==> config.mk <==
export PLATFORM = sky130hd
export DESIGN_NAME = regfile
export DESIGN_NICKNAME = d
export VERILOG_FILES = /design/src/rtl/regfile_pkg.sv /design/src/rtl/regfile_rdport.sv /design/src/rtl/regfile.sv
export SDC_FILE = /design/constraint.sdc
export NUM_CORES = 2
export LEC_CHECK = 0
export CORE_MARGIN = 2
export CORE_UTILIZATION = 59
export DETAILED_ROUTE_END_ITERATION = 6
export DONT_BUFFER_PORTS = 1
export PLACE_DENSITY = 0.78
export SYNTH_ARGS = -nofsm -noshare
export SYNTH_HDL_FRONTEND = slang
export SYNTH_SLANG_ARGS = --single-unit
==> constraint.sdc <==
create_clock -name clk_in -period 2.9 [get_ports clk_in]
set_input_delay 0.29 -clock clk_in [delete_from_list [all_inputs] [get_ports clk_in]]
set_output_delay 0.29 -clock clk_in [all_outputs]
set_load 0.02 [all_outputs]
==> src/rtl/regfile_pkg.sv <==
// regfile_pkg: shared sizing constants for the architectural register file.
package regfile_pkg;
  localparam int ROB_SIZE = 16;
  localparam int ROB_WIDTH = $clog2(ROB_SIZE);
  localparam int REG_NUM = 32;
  localparam logic [4:0] ZERO_REG = 5'd0;
endpackage

==> src/rtl/regfile_rdport.sv <==
// regfile_rdport: resolves one source operand to a value or a pending ROB tag.
module regfile_rdport
  import regfile_pkg::*;
(
  input  logic [4:0]           rs,
  input  logic [31:0]          reg_val,
  input  logic                 reg_busy,
  input  logic [ROB_WIDTH-1:0] reg_tag,
  input  logic                 commit_valid,
  input  logic [ROB_WIDTH-1:0] commit_rob_id,
  input  logic [31:0]          commit_val,
  input  logic                 search_ready,
  input  logic [31:0]          search_val,
  output logic [31:0]          val,
  output logic                 has_dep,
  output logic [ROB_WIDTH-1:0] dep
);
  logic hit;
  assign hit = commit_valid && commit_rob_id == reg_tag;
  // val is a don't-care whenever has_dep is set, so the last arm needs no guard
  always_comb begin
    val = rs == ZERO_REG ? '0 : !reg_busy ? reg_val : hit ? commit_val : search_val;
    has_dep = rs != ZERO_REG && reg_busy && !hit && !search_ready;
    dep = reg_tag;
  end
endmodule

==> src/rtl/regfile.sv <==
// regfile: architectural registers with rename tags, ROB commit and operand lookup.
module regfile
  import regfile_pkg::*;
(
  input  logic                 clk_in,
  input  logic                 rst_in,
  input  logic                 rdy_in,
  input  logic                 clear,
  input  logic                 issue_valid,
  input  logic [4:0]           issue_rd,
  input  logic [ROB_WIDTH-1:0] issue_rob_id,
  input  logic [4:0]           rs1,
  input  logic [4:0]           rs2,
  output logic [31:0]          val1,
  output logic [31:0]          val2,
  output logic                 has_dep1,
  output logic                 has_dep2,
  output logic [ROB_WIDTH-1:0] dep1,
  output logic [ROB_WIDTH-1:0] dep2,
  output logic [ROB_WIDTH-1:0] search_rob_id_1,
  output logic [ROB_WIDTH-1:0] search_rob_id_2,
  input  logic                 search_ready_1,
  input  logic                 search_ready_2,
  input  logic [31:0]          search_val_1,
  input  logic [31:0]          search_val_2,
  input  logic                 commit_valid,
  input  logic [ROB_WIDTH-1:0] commit_rob_id,
  input  logic [4:0]           commit_reg_id,
  input  logic [31:0]          commit_val
);
  logic [31:0]          regs [REG_NUM];
  logic [ROB_WIDTH-1:0] tag  [REG_NUM];
  logic [REG_NUM-1:0]   busy;
  assign search_rob_id_1 = tag[rs1];
  assign search_rob_id_2 = tag[rs2];
  // Later assignments win: issue overrides commit's busy release, clear overrides both
  always_ff @(posedge clk_in) begin
    if (rst_in) begin
      for (int i = 0; i < REG_NUM; i++) begin
        regs[i] <= '0;
        tag[i] <= '0;
      end
      busy <= '0;
    end else if (rdy_in) begin
      if (commit_valid && commit_reg_id != ZERO_REG) begin
        regs[commit_reg_id] <= commit_val;
        if (busy[commit_reg_id] && tag[commit_reg_id] == commit_rob_id) busy[commit_reg_id] <= 1'b0;
      end
      if (clear) busy <= '0;
      else if (issue_valid && issue_rd != ZERO_REG) begin
        busy[issue_rd] <= 1'b1;
        tag[issue_rd] <= issue_rob_id;
      end
    end
  end
  regfile_rdport u_rd1 (
    .rs(rs1), .reg_val(regs[rs1]), .reg_busy(busy[rs1]), .reg_tag(tag[rs1]),
    .commit_valid(commit_valid), .commit_rob_id(commit_rob_id), .commit_val(commit_val),
    .search_ready(search_ready_1), .search_val(search_val_1),
    .val(val1), .has_dep(has_dep1), .dep(dep1)
  );
  regfile_rdport u_rd2 (
    .rs(rs2), .reg_val(regs[rs2]), .reg_busy(busy[rs2]), .reg_tag(tag[rs2]),
    .commit_valid(commit_valid), .commit_rob_id(commit_rob_id), .commit_val(commit_val),
    .search_ready(search_ready_2), .search_val(search_val_2),
    .val(val2), .has_dep(has_dep2), .dep(dep2)
  );
endmodule

==> flow_metrics.py <==
metrics = {
    "synthesis": {
        "synth_compound_area_share_pct": 3.95,
        "synthMuxAreaShare_pct": 25.5,
        "synth-edff-count": 1152,
        "seq_area_frac_synth_pct": 53.0,
        "synthAdderAreaFrac_pct": 0,
        "synth_flop_cell": "edfxtp_1",
        "synth_top_family_by_area": "multiplexers",
        "synth_xor_area_share_pct": 0.132,
        "postSynthAreaPerCell_um2": 14.5,
        "ys_ff_latch": 1184,
        "async_flop_share_pct": 0,
        "yosysWarnings": 0,
        "yosys.area_share.simple_pct": 13.8,
        "ys_types": 62,
        "netlist_instances": 4568,
        "netlist_area_um2": 66400,
    },
    "routing": {
        "routedWlPerCell_um": 35.7,
        "firstDrtPassIters": 7,
        "routed_wl_mm": 222,
        "first_iter_violations": 7887,
        "vias_per_cell": 7.25,
        "post-route-drc-count": 0,
        "postRouteAntennaNets": 0,
        "via_count": 45100,
    },
    "placement": {
        "post-place-ws_ns": -0.334,
        "dpl.hpwl_mm": 124,
        "gp_congestion": 0.963,
        "port_buffers": 0,
    },
    "global_route": {
        "met2_usage_pct": 57.9,
        "first_global_vias": 44800,
        "overflow": 0,
        "met3_usage_pct": 10.3,
        "grt_start_max_net_pins": 368,
        "top_usage_layer": "met2",
        "grt_pass1_wl_mm": 312,
        "use_met1_pct": 49.5,
        "antenna_found_initial": 15,
        "gr-usage-all-layers_pct": 37.8,
    },
    "clock_network": {
        "clkLatencyLatePin_ns": 0.74,
        "clkTransAtPathRegs_ns": 0.06,
        "cts_max_level": 3,
        "cts_made_buffers": 119,
        "clock-root-buffer": "clkbuf_16",
        "clockBufferDepth": 3,
        "cts_tree": "built",
        "cts_sinks": 1184,
    },
    "die": {
        "die_h_um": 340,
        "core_area_um2": 112000,
        "initial_core_util_pct": 59.3,
        "dieArea_um2": 115000,
        "fp-row-count": 123,
        "die_w_um": 340,
        "pin_count": 214,
    },
    "worst_hold_path": {
        "hp-class": "input pin to flip-flop",
        "min-delay-start": "rdy_in",
    },
    "cells_and_area": {
        "drive_above_1_share_pct": 28.3,
        "layout.nets": 4752,
        "final_common_cell": "edfxtp_1",
        "area_growth_pct": 12.7,
        "mostFrequentLayoutCells": "edfxtp_1 (1152), and2_1 (1121), mux4_2 (600)",
    },
    "critical_path": {
        "required_ns": 2.61,
        "arrival_ns": 4.02,
        "rr_startpoint": "tag[13][1]",
        "crit_type": "input pin to primary output",
        "crit_fanout": 292,
        "end_kind": "primary output",
        "critPathLaunchType": "input pin",
        "setup.worst_path.start": "rs1[0]",
    },
    "sta": {
        "slew_violations": 168,
        "tightest_slew_ns": 2.54,
        "max_slew_margin_pct": -69.4,
        "clock_skew_ns": 0.0116,
        "whs_ns": 0.0279,
        "hold_violations": 0,
        "finalCriticalPeriod_ns": 4.31,
        "timing.fmax_ghz": 0.232,
        "setup_viol": 68,
        "fin_ws_ns": -1.41,
        "fin_tns_setup_ns": -61.97,
        "rsz0062_at_grt": "true",
        "fin_crit_sh_pct": 148,
    },
    "power": {
        "total_power_w": 0.0415,
        "p_leak_nw": 26.4,
        "power-per-cell-area_nw_per_um2": 554,
        "ir_worst_vdd_v": 0.000480,
    },
    "run": {
        "max-cap-violations": 0,
    },
    "run_status": {
        "violations": "slew limit, setup timing",
        "status": "finished, violations left",
    },
}
==> per-layer routing <==
layer / share of wire [%] / vias to the layer above / wire length [µm]
met5: 0.058 / - / 129
met1: 33 / 22500 / 73900
met3: 14 / 881 / 31900
met2: 46 / 4132 / 101000
met4: 6.7 / 14 / 14900
li1: - / 17600 / -
==> area by class of cell <==
| type | instances | area (µm²) |
|---|---|---|
| multi-input combinational | 2933 | 29900 |
| fill | 7630 | 37200 |
| antenna | 9 | 22.5 |
| inverter | 4 | 20.0 |
| clock inverter | 81 | 831 |
| tap | 1500 | 1880 |
| timing repair buffer | 378 | 3870 |
| sequential | 1184 | 35200 |
| clock buffer | 138 | 3080 |
==> state kept, by name, indices dropped and copies added (netlist names) <==
signal,count
regs,1024
busy,32
tag,128
==> metrics by stage <==
step | std cells | util [%] | area (µm²)
4_1_cts | 6207 | 66.4 | 74400
3_3_place_gp | 5912 | 61.9 | 69400
3_5_place_dp | 5912 | 61.9 | 69400
6_report | 6227 | 66.8 | 74900
2_1_floorplan | 4603 | - | 67000
5_1_grt | 6222 | 66.8 | 74900
==> cells in the mapped netlist, types with 8 or more instances <==
master	instances	area, µm²
and2_1	1121	7010
nand2_1	104	390
nor3_1	36	180
o21ai_0	10	50.1
buf_4	49	368
buf_6	26	293
buf_2	58	290
mux2i_1	313	3130
a211oi_1	46	345
nand4_1	22	138
o21ai_1	31	155
edfxtp_1	1152	34600
nand2b_1	36	225
or2_2	63	394
mux4_2	600	13500
o221ai_1	8	70.1
o22ai_1	31	194
nand3_1	19	95.1
xnor2_1	10	87.6
a21oi_1	142	711
o211ai_1	30	225
dfxtp_1	32	641
o21bai_1	9	67.6
a22oi_1	44	330
nor2_1	105	394
buf_1	19	71.3
nor2b_1	13	81.3
mux4_1	9	236
a221oi_1	33	289
clkbuf_1	321	1200
==> final timing paths <==
check	cells after the start	slack [ns]	end
hold / removal	4	0.03	busy[21]
setup reg to reg	10	0.12	busy[31]
setup / recovery	7	-1.41	val1[21]
hold reg to reg	2	0.50	busy[12]
==> worst max-delay path, cell delays in order <==
cell and delay (ns):
mux4_2 1.41, mux4_2 0.49, mux2i_1 0.32, nand2_1 0.09, nand2_1 0.09, a21oi_2 0.04
buf_4 0.15
==> kinds of logic (layout without fill, tap and decap cells) <==
family / count (synthesis) / count (layout)
compound gates: 406 / 406
xor+xnor: 10 / 10
buf+inv: 486 / 601
flops: 1184 / 1184
mux: 925 / 925
other cells: 1 / 45
simple gates: 1556 / 1556
==> power breakdown <==
| group | internal [W] | total, W | leakage (nW) | switching (W) |
|---|---|---|---|---|
| Sequential | 0.0196 | 0.0201 | 11.2 | 0.000486 |
| Clock | 0.00892 | 0.0158 | 1.92 | 0.00685 |
| Combinational | 0.00267 | 0.00559 | 13.3 | 0.00292 |
| Total | 0.0312 | 0.0415 | 26.4 | 0.0102 |
==> repair_timing <==
action	in CTS	in global routing
resized for setup	34	44
pin swaps	12	15
hold buffers	63	0
setup buffers	9	1
endpoints found under the setup margin	66	68
hold endpoints to repair	1295	0
cloned	5	7
Power figures use the tool's default switching activity.
